`src/rtl/pe_column_accumulator.sv`:
```
// Column-bottom accumulator: sums num_tiles active partial sums per job and queues results in a small FIFO.
// Optional ACC_SATURATE_EN clamps the sum on carry-out instead of wrapping.
module pe_column_accumulator #(
    parameter int IN_W       = 16,
    parameter int ACC_W      = 24,
    parameter int FIFO_DEPTH = 4
) (
    input  logic             clk,
    input  logic             rst,
    input  logic             start,
    input  logic [7:0]       num_tiles,
    input  logic             active,
    input  logic [IN_W-1:0]  maccout,
    output logic             busy,
    output logic             stall,
    output logic [ACC_W-1:0] result,
    output logic             result_valid,
    input  logic             result_ready,
    output logic             overflow,
    output logic             drop_err
);

    localparam int PTR_W = (FIFO_DEPTH > 1) ? $clog2(FIFO_DEPTH) : 1;
    localparam int CNT_W = PTR_W + 1;

    typedef enum logic [1:0] {
        S_IDLE,
        S_ACCUM,
        S_HOLD
    } state_t;

    state_t              state_q, state_d;
    logic [ACC_W-1:0]    acc_q, acc_d;
    logic [7:0]          cnt_q, cnt_d;
    logic [7:0]          tgt_q, tgt_d;
    logic                overflow_q, overflow_d;
    logic                drop_err_q, drop_err_d;

    logic [ACC_W:0]      sum_wide;
    logic                carry;
    logic [ACC_W-1:0]    sum;

    logic [ACC_W-1:0]    mem [FIFO_DEPTH];
    logic [PTR_W-1:0]    wr_ptr_q, rd_ptr_q;
    logic [CNT_W-1:0]    fifo_cnt_q;
    logic                push, pop, full, room;
    logic [ACC_W-1:0]    push_data;

    assign sum_wide = {1'b0, acc_q} + {{(ACC_W + 1 - IN_W){1'b0}}, maccout};
    assign carry    = sum_wide[ACC_W];

`ifdef ACC_SATURATE_EN
    // Once clamped, acc is all-ones, so any further nonzero sample carries again and stays clamped.
    assign sum = carry ? {ACC_W{1'b1}} : sum_wide[ACC_W-1:0];
`else
    assign sum = sum_wide[ACC_W-1:0];
`endif

    assign result_valid = (fifo_cnt_q != '0);
    assign pop          = result_valid & result_ready;
    assign full         = (fifo_cnt_q == CNT_W'(FIFO_DEPTH));
    // A pop in the same cycle frees the slot the push needs.
    assign room         = ~full | pop;

    always_comb begin
        state_d    = state_q;
        acc_d      = acc_q;
        cnt_d      = cnt_q;
        tgt_d      = tgt_q;
        overflow_d = overflow_q;
        drop_err_d = drop_err_q;
        push       = 1'b0;
        push_data  = sum;
        case (state_q)
            S_IDLE: begin
                if (active) drop_err_d = 1'b1;
                if (start) begin
                    tgt_d   = (num_tiles == 8'd0) ? 8'd1 : num_tiles;
                    acc_d   = '0;
                    cnt_d   = 8'd0;
                    state_d = S_ACCUM;
                end
            end
            S_ACCUM: begin
                if (active) begin
                    cnt_d = cnt_q + 8'd1;
                    if (carry) overflow_d = 1'b1;
                    if (cnt_q == tgt_q - 8'd1) begin
                        if (room) begin
                            push    = 1'b1;
                            state_d = S_IDLE;
                        end else begin
                            acc_d   = sum;
                            state_d = S_HOLD;
                        end
                    end else begin
                        acc_d = sum;
                    end
                end
            end
            S_HOLD: begin
                if (active) drop_err_d = 1'b1;
                if (room) begin
                    push      = 1'b1;
                    push_data = acc_q;
                    state_d   = S_IDLE;
                end
            end
            default: state_d = S_IDLE;
        endcase
    end

    always_ff @(posedge clk) begin
        if (rst) begin
            state_q    <= S_IDLE;
            acc_q      <= '0;
            cnt_q      <= 8'd0;
            tgt_q      <= 8'd0;
            overflow_q <= 1'b0;
            drop_err_q <= 1'b0;
        end else begin
            state_q    <= state_d;
            acc_q      <= acc_d;
            cnt_q      <= cnt_d;
            tgt_q      <= tgt_d;
            overflow_q <= overflow_d;
            drop_err_q <= drop_err_d;
        end
    end

    always_ff @(posedge clk) begin
        if (push) mem[wr_ptr_q] <= push_data;
    end

    always_ff @(posedge clk) begin
        if (rst) begin
            wr_ptr_q   <= '0;
            rd_ptr_q   <= '0;
            fifo_cnt_q <= '0;
        end else begin
            if (push) wr_ptr_q <= wr_ptr_q + 1'b1;
            if (pop)  rd_ptr_q <= rd_ptr_q + 1'b1;
            if (push && !pop)      fifo_cnt_q <= fifo_cnt_q + 1'b1;
            else if (pop && !push) fifo_cnt_q <= fifo_cnt_q - 1'b1;
        end
    end

    // Stale RAM contents are masked so the head reads zero whenever the FIFO is empty.
    assign result   = result_valid ? mem[rd_ptr_q] : '0;
    assign busy     = (state_q != S_IDLE);
    assign stall    = (state_q == S_HOLD);
    assign overflow = overflow_q;
    assign drop_err = drop_err_q;

endmodule

```
`config.mk`:
```
export PLATFORM = sky130hd
export DESIGN_NAME = pe_column_accumulator
export DESIGN_NICKNAME = d
export VERILOG_FILES = /design/src/rtl/pe_column_accumulator.sv
export SDC_FILE = /design/constraint.sdc
export NUM_CORES = 1
export LEC_CHECK = 0
export CAP_MARGIN = 10
export CELL_PAD_IN_SITES_DETAIL_PLACEMENT = 0
export CELL_PAD_IN_SITES_GLOBAL_PLACEMENT = 1
export CORE_MARGIN = 2
export CORE_UTILIZATION = 40
export DETAILED_ROUTE_END_ITERATION = 8
export GPL_TIMING_DRIVEN = 0
export HOLD_SLACK_MARGIN = 0.1
export PLACE_DENSITY_LB_ADDON = 0.12
export SYNTH_ARGS = -nofsm -noshare
export SYNTH_HDL_FRONTEND = slang
export SYNTH_SLANG_ARGS = --single-unit
```
`constraint.sdc`:
```
create_clock -name clk -period 4.1 [get_ports clk]
set_input_delay 0.82 -clock clk [delete_from_list [all_inputs] [get_ports clk]]
set_output_delay 0.82 -clock clk [all_outputs]
set_load 0.005 [all_outputs]
```
# After elaboration in Yosys (flattened, before gate mapping)
# Memory sizes are Yosys's and may differ from the RTL's. A register that Yosys moved wholly into a read port is not among the register bits.
# Index checks and enable logic that the tools add are counted.
classes:
  add_sub_neg: 7
  bitwise: 3
  mux: 27
  n_eq_ne: 8
  n_reduce_logical: 16
op_table:
  columns: ["op", "n"]
  rows:
  - ["24-bit two-way mux", 6]
  - ["24-bit case mux with 2 select lines", 1]
  - ["24-bit by 16-bit adder with 25-bit output", 1]
  - ["8-bit two-way mux", 3]
  - ["8-bit case mux with 2 select lines", 1]
  - ["2-bit two-way mux", 7]
  - ["8-bit by 1-bit adder with 8-bit output (second input constant)", 1]
  - ["8-bit == test", 1]
  - ["8-bit zero test", 1]
  - ["8-bit by 1-bit subtractor with 8-bit output (second input constant)", 1]
  - ["3-bit two-way mux", 2]
  - ["2-bit != test (second input constant)", 3]
  - ["2-bit case mux with 3 select lines", 1]
  - ["3-bit AND reduction", 2]
  - ["2-bit nonzero test", 3]
  - ["1-bit two-way mux", 5]
  - ["2-bit by 1-bit adder with 2-bit output (second input constant)", 2]
  - ["2-bit AND reduction", 2]
  - ["4-bit AND reduction", 1]
  - ["3-bit by 1-bit adder with 3-bit output (second input constant)", 1]
  - ["3-bit == test (second input constant)", 1]
  - ["3-bit nonzero test", 1]
  - ["3-bit by 1-bit subtractor with 3-bit output (second input constant)", 1]
  - ["2-bit by 1-bit == test with 1-bit output (second input constant)", 1]
  - ["10 further kinds", 12]
totals:
  regBits: 51
  mem_bits_rw: 96
  elab_cells: 71
  n_memories: 1
  input_bits: 29
mem_list:
  columns: ["memory", "depth", "width", "read_ports", "rd_clocked_by_memory_dff", "wr", "line_no", "text"]
  rows:
  - ["mem", 4, 24, 1, 1, 1, "43", "logic [ACC_W-1:0] mem [FIFO_DEPTH];"]

# Depth between registers and ports, before layout
# Gate-level depths: netlist of the first run.
depth:
  word_depth: 11
  depth_mapped: 14

# Worst setup path before layout of the first run
# OpenSTA, ideal clock, no wires.
synth_timing:
  kind: "register to register"
  from: "reg tgt_q[0]"
  to: "reg fifo_cnt_q[2]"
  setup_slack_ps: 879
  stages_incl_launch_ff: 15
  arrival_time_ps: 3151
  setup_ps: 70
  path_buffers: 1
  path_cell_list: "dfxtp_1 -> inv_1 -> ha_1 -> buf_6 -> o21bai_1 -> a2111oi_1 -> a311oi_2 -> a21o_2 -> o21ai_2 -> ha_1 -> inv_1 -> fa_1 -> xor2_1 -> or3_1 -> a21oi_1"
synth_between:
  elab_chain_cells: 8
  elab_cells_between_ends: 10
  classes_between: "add/sub (1); eq/ne (1); mux (4); reduce/logical (4)"
synth_rtl:
  columns: ["item", "line_no", "text"]
  rows:
  - ["start: declaration", "35", "logic [7:0] tgt_q, tgt_d;"]
  - ["start signal: assignment", "125", "tgt_q <= tgt_d;"]
  - ["8-bit by 1-bit subtractor with 8-bit output *", "88", "if (cnt_q == tgt_q - 8'd1) begin"]
  - ["8-bit == test *", "88", null]
  - ["1-bit two-way mux *", "88", null]
  - ["1-bit two-way mux *", "85", "if (active) begin"]
  - ["1-bit case mux with 2 select lines *", "74", "case (state_q)"]
  - ["net push", "46", "logic push, pop, full, room;"]
  - ["1-bit zero test", "144", "else if (pop && !push) fifo_cnt_q <= fifo_cnt_q - 1'b1;"]
  - ["1-bit logical AND", "144", null]
  - ["2-bit nonzero test (no source line)", null, null]
  - ["end signal: assignment", "143", "if (push && !pop) fifo_cnt_q <= fifo_cnt_q + 1'b1;"]
  - ["end signal: assignment", "144", null]
  - ["end: declaration", "45", "logic [CNT_W-1:0] fifo_cnt_q;"]
# The timed path passes the listed nets; every way through them passes the cells marked *.
# A chain may end at the register's enable or synchronous reset.

# Final worst setup path of the first run
# Ends and elaborated chain as after synthesis.

==> results of run 1 <==
layout by cell type, fill, tap and decap left out, types with 18 or more instances in the layout:
cell type and count:
mux4_2 24, xnor2_1 18, clkbuf_1 19, clkdlybuf4s50_1 56, edfxtp_1 96, xor2_1 22, nor2_1 36, and2_1 32
nand2_1 73, a21oi_1 30, dfxtp_1 53, o21ai_1 19, ha_1 27
how the worst max path moves through the flow:
stage / from / end / slack [ps] / cells past startpoint
2_1_floorplan: tgt_q[0] / fifo_cnt_q[2] / 880 / 14
3_3_place_gp: maccout[0] / mem[0][20] / 370 / 10
3_5_place_dp: maccout[0] / mem[1][20] / 380 / 10
4_1_cts: tgt_q[0] / fifo_cnt_q[2] / 490 / 14
5_1_grt: tgt_q[0] / fifo_cnt_q[2] / 250 / 14
6_report: tgt_q[0] / fifo_cnt_q[2] / 550 / 14
per-stage QoR:
stage,std cells,power [mW]
after floorplan,613,2.361
after global placement,898,2.791
after detailed placement,903,2.814
after CTS,935,4.282
after global routing,935,4.448
final,935,4.224
state kept, by name, summed over array words and instances (netlist names), named ones only:
signal	cells
acc_q	24
fifo_cnt_q	3
tgt_q	8
mem	96
rd_ptr_q	2
wr_ptr_q	2
drop_err	1
state_q	2
overflow	1
cnt_q	8
area by class of cell:
cell class	instances	area, um^2	area share [%]
Multi-Input combinational cell	426	3214	36.40
Clock inverter	14	128.9	1.459
Timing Repair Buffer	61	655.6	7.424
Tap cell	229	286.5	3.245
Buffer	26	127.6	1.445
Clock buffer	18	429.2	4.860
Sequential cell	149	3944	44.66
Inverter	12	45.04	0.5101
kinds of logic after synthesis:
| logic type | count (synthesis) | share of synthesized area (%) |
|---|---|---|
| buffers and inverters | 38 | 2.355 |
| muxes | 30 | 8.210 |
| and+or+nand+nor | 200 | 13.31 |
| DFF | 149 | 53.80 |
| AOI/OAI and AO/OA | 126 | 12.08 |
| adders and majority gates | 29 | 5.154 |
| xor gates and xnor gates | 41 | 5.086 |
per-layer routing:
| metal | global-route usage [%] | up-vias | part of all wire, % |
|---|---|---|---|
| li1 | - | 2445 | - |
| met4 | 4.838 | 0 | 0.74 |
| met5 | 0 | - | 0 |
| met2 | 27.86 | 72 | 48 |
| met1 | 24.03 | 2401 | 48 |
| met3 | 3.682 | 10 | 3.0 |
critical path, cell delays in order (launching register included):
cell and delay [ps]:
dfxtp_1 440, inv_1 100, ha_1 230, buf_6 140, o21bai_1 150, a2111oi_1 450
a311oi_2 100, a21o_2 270, o21ai_2 320, ha_1 260, inv_1 60, fa_1 370
xor2_1 170, or3_1 300, a21oi_1 130
power by group through the flow:
stage	Combinational, mW	Sequential (mW)	Clock [mW]
6_report	1.06	1.70	1.46
5_1_grt	1.18	1.71	1.56
4_1_cts	1.09	1.70	1.49
3_5_place_dp	1.08	1.73	0
3_3_place_gp	1.06	1.73	0
2_1_floorplan	0.641	1.72	0
cells in the mapped netlist (2+ instances only):
cell / n / share of area, %
a211o_1: 4 / 0.48
a211oi_1: 8 / 0.82
a21o_1: 16 / 1.6
a21oi_1: 30 / 2.0
a22o_1: 13 / 1.6
a31oi_1: 2 / 0.17
and2_1: 32 / 2.7
and3_1: 6 / 0.51
buf_2: 2 / 0.14
buf_6: 3 / 0.46
clkbuf_1: 18 / 0.92
dfxtp_1: 53 / 14
edfxtp_1: 96 / 39
fa_1: 2 / 0.55
ha_1: 27 / 4.6
inv_1: 11 / 0.56
mux2i_1: 5 / 0.68
mux4_2: 24 / 7.4
nand2_1: 73 / 3.7
nand2b_1: 4 / 0.34
nand3_1: 12 / 0.82
nand3b_1: 2 / 0.20
nand4_1: 7 / 0.60
nor2_1: 36 / 1.8
nor2b_1: 2 / 0.17
nor3_1: 9 / 0.61
nor3b_1: 3 / 0.31
nor4_1: 3 / 0.26
nor4b_1: 2 / 0.24
o211ai_1: 2 / 0.20
o21a_1: 2 / 0.20
o21ai_0: 8 / 0.55
o21ai_1: 19 / 1.3
o21bai_1: 3 / 0.31
or2_1: 2 / 0.17
or3_1: 3 / 0.26
xnor2_1: 18 / 2.2
xor2_1: 22 / 2.6
==> flow_summary.json, run 1 <==
{
  "cts_hold_buf": 0,
  "timing.hold.ws_ps": 443.2,
  "ioPinCount": 58,
  "hold_path.class": "reg -> reg",
  "crit_type": "reg -> reg",
  "period_share_pct": 86.66,
  "cp.arrival_ps": 3910,
  "root_buffer": "clkbuf_16",
  "finalMaxSlewViolations": 0,
  "track_usage_pct": 17.37,
  "antenna_found_initial": 0,
  "fin_skew_ps": 8.274,
  "tightest_slew_ps": 869.9,
  "syn_avg_cell_area_um2": 11.96,
  "async_flop_share_pct": 0,
  "dr.first_iter.drc_count": 351,
  "status": "complete, no violations",
  "ir_drop_mv": 0.3092,
  "wl_um": 15820,
  "power.switching_mw": 1.193,
  "port_buffers": 56,
  "p_int_mw": 3.031,
  "tns_ps": 0,
  "reg2reg_from": "tgt_q[0]",
  "max_freq_mhz": 281.5,
  "vias": 4928,
  "ys_warn_count": 0,
  "rsz0062_at_grt": "false",
  "power_frac_comb_pct": 25.2,
  "fill_cells": 1585,
  "rr_worst_depth": 14,
  "r2r-end": "fifo_cnt_q[2]",
  "die_area_um2": 19430,
  "die_h_um": 139.4,
  "syn_area_um2": 7331,
  "wl_per_cell_um": 16.92,
  "clk_pin_slew_ps": 60,
  "row_count": 49,
  "drc": 0,
  "die_w_um": 139.4,
  "setup_ws_ps": 547.0,
  "setup_viol": 0,
  "synthFlopType": "edfxtp_1",
  "ys_seq_elements": 149,
  "period_needed_ps": 3553,
  "final-hold-violation-count": 0,
  "critPathCaptureType": "flip-flop",
  "maxSlewHeadroom_pct": 42.01,
  "p_leak_nw": 3.259,
  "start_kind": "flip-flop",
  "switching_share_pct": 28.24,
  "place_ws_ps": 378.5,
  "synth-edff-count": 96,
  "numCtsBuffers": 17,
  "worstHoldStart": "drop_err",
  "ant_nets": 0,
  "ys_seq_area_share_pct": 53.80,
  "clock_sinks": 149,
  "final_area_um2": 8831,
  "p_per_area_nw_per_um2": 478.3,
  "holdPathStages": 2,
  "placed_cell_area_um2": 8273,
  "grt_max_degree": 17,
  "coreArea_um2": 17960,
  "grt.overflow.total": 0,
  "synthToLayoutAreaGrowth_pct": 20.46,
  "clk_latency_ps": 420,
  "htree_levels": 4,
  "p_clk_share_pct": 34.6,
  "worstPathMaxFanout": 7,
  "initial_core_util_pct": 40.81,
  "p_seq_share_pct": 40.2,
  "cts_setup_buffers": 0,
  "syn_nets": 671,
  "fin_nets": 751,
  "cts_resized": 0,
  "synthDistinctLibCells": 67,
  "required_ps": 4450,
  "drt-vias-per-instance": 5.271,
  "drv_cap": 0,
  "clk_path_buf_depth": 2,
  "place_hpwl_um": 11540,
  "routabilityCongestion": 0.8411,
  "cts_tree": "done",
  "grt_pass1_wl_um": 26440,
  "ff2ff_setup_slack_ps": 550,
  "firstDrtPassIters": 4,
  "grt_pass1_vias": 4986,
  "drive_gt1_share_pct": 11.05,
  "hold_path_end": "drop_err",
  "fin_util_pct": 49.16,
  "syn_inst": 613,
  "antenna_cells": 0
}
Power figures use the tool's default switching activity.
==> run 2, diff against run 1 <==
- SKIP_LAST_GASP: unset -> 1
==> results of run 2 <==
Same layout as run 1: the final DEF is identical, and so are final timing and power.
==> run 3, diff against run 2 <==
- CORE_ASPECT_RATIO: unset -> 0.6
==> run 3 against run 2 <==
Net effect: fmax down 2.3%; wire length increased by 6.0%; core utilization shrank 0.063 points; register-to-register slack lost 90 ps; die area is 0.19% higher; combinational power about the same; critical path depth unchanged; clock-buffer cell count is the same; largest cell class unchanged; largest power group unchanged.
==> flow_summary.json, run 3 (synthesized netlist as in run 1, its figures left out) <==
{
  "status": "complete, no violations",
  "period_needed_ps": 3638,
  "grt_max_degree": 25,
  "most-common-layout-cells": "96 x edfxtp_1, 73 x nand2_1, 56 x clkdlybuf4s50_1, 53 x dfxtp_1, 36 x nor2_1",
  "post-place-cells": 913,
  "antenna_cells": 0,
  "final_area_um2": 8847,
  "setup_ws_ps": 461.8,
  "required_ps": 4450,
  "fin_util_pct": 49.10,
  "final_cells": 946,
  "hold_path.class": "reg -> reg",
  "row_count": 38,
  "tns_ps": 0,
  "ioPinCount": 58,
  "htree_levels": 4,
  "track_usage_pct": 18.64,
  "antenna_found_initial": 0,
  "die_area_um2": 19460,
  "dr.first_iter.drc_count": 351,
  "fin_skew_ps": 22.66,
  "drive_gt1_share_pct": 11.05,
  "path_cells": "inv_1 > ha_1 > buf_6 > o21bai_1 > a2111oi_1 > a311oi_2 > a21o_2 > o21ai_2 > ha_1 > inv_1 > fa_1 > xor2_1 > or3_1 > a21oi_1",
  "drt-vias-per-instance": 5.275,
  "root_buffer": "clkbuf_16",
  "wl_per_cell_um": 17.72,
  "fin_nets": 751,
  "grt_pass1_wl_um": 27100,
  "crit_type": "reg -> reg",
  "cts_resized": 0,
  "max_stage_delay_ps": 470,
  "timing.hold.ws_ps": 446.7,
  "setup_viol": 0,
  "grt.overflow.total": 0,
  "clk_path_buf_depth": 2,
  "max_freq_mhz": 274.9,
  "place_hpwl_um": 12230,
  "regMostFlops": "mem",
  "grt_pass1_vias": 4876,
  "total_power_mw": 4.248,
  "drv_cap": 0,
  "final-hold-violation-count": 0,
  "cts_tree": "done",
  "p_leak_nw": 3.270,
  "rsz0062_at_grt": "false",
  "finalMaxSlewViolations": 0,
  "ant_nets": 0,
  "clock_sinks": 149,
  "die_w_um": 178.8,
  "period_share_pct": 88.74,
  "cp.arrival_ps": 3980,
  "start_kind": "flip-flop",
  "clk_latency_ps": 430,
  "cpMaxStageDelayCell": "a2111oi_1",
  "cts_setup_buffers": 0,
  "firstDrtPassIters": 4,
  "largestRegisters": "mem x96, acc_q x24",
  "tightest_slew_ps": 713.2,
  "coreArea_um2": 18020,
  "wl_um": 16770,
  "synthToLayoutAreaGrowth_pct": 20.69,
  "worstPathMaxFanout": 7,
  "largest_reg_flops": 96,
  "ir_drop_mv": 0.2108,
  "drc": 0,
  "initial_core_util_pct": 40.68,
  "clk_pin_slew_ps": 60,
  "die_h_um": 108.9,
  "routabilityCongestion": 0.8435,
  "critPathCaptureType": "flip-flop",
  "port_buffers": 56,
  "maxSlewHeadroom_pct": 52.46,
  "placed_cell_area_um2": 8284,
  "cts_hold_buf": 0,
  "final_common_cell": "edfxtp_1",
  "place_ws_ps": 286.9,
  "numCtsBuffers": 17,
  "p_per_area_nw_per_um2": 480.1,
  "vias": 4990
}
==> run 3: cell count changes in the layout (fill, tap and decap cells not counted) <==
cell and delta:
clkinvlp_4 -3, bufinv_16 -1, buf_8 -1, buf_16 +1, inv_6 +5, clkinv_4 -2
clkinv_8 +1
==> run 3: worst max-delay path: cells and delay by family, from the launching register on <==
kind                     cells  cell delay [ps]
AND/OR/NAND/NOR              1              310
XOR/XNOR                     1              180
adder cells (fa/ha/maj)      3              840
buffers and inverters        3              280
AO/OA/AOI/OAI                6             1510
flip-flops                   1              430
==> run 3: cell type report <==
class                      count  area [um^2]
clock buffer                  18        429.2
timing repair buffer          61        668.1
sequential                   149         3944
inverter                      12        45.04
tap                          240        300.3
multi-input combinational    426         3214
fill                        1588         9173
clock inverter                14        118.9
buffer                        26        127.6
==> run 3: power by group <==
part / total (mW) / internal (mW) / switching [mW]
registers: 1.70 / 1.65 / 0.0447
clock network: 1.47 / 0.794 / 0.674
logic: 1.08 / 0.537 / 0.544
==> run 3: worst paths after layout <==
check | startpoint | to | slack [ps] | cells after the start
max | tgt_q[0] | fifo_cnt_q[2] | 460 | 14
min reg2reg | drop_err | drop_err | 450 | 2
max reg2reg | tgt_q[0] | fifo_cnt_q[2] | 460 | 14
min | drop_err | drop_err | 450 | 2
==> run 3: per-layer routing <==
| metal | track usage, % | vias to the layer above | routed length [um] |
|---|---|---|---|
| li1 | - | 2454 | - |
| met2 | 26.25 | 97 | 6836 |
| met1 | 29.34 | 2429 | 9113 |
| met4 | 4.530 | 0 | 123 |
| met3 | 3.417 | 10 | 694 |
| met5 | 0 | - | 0 |
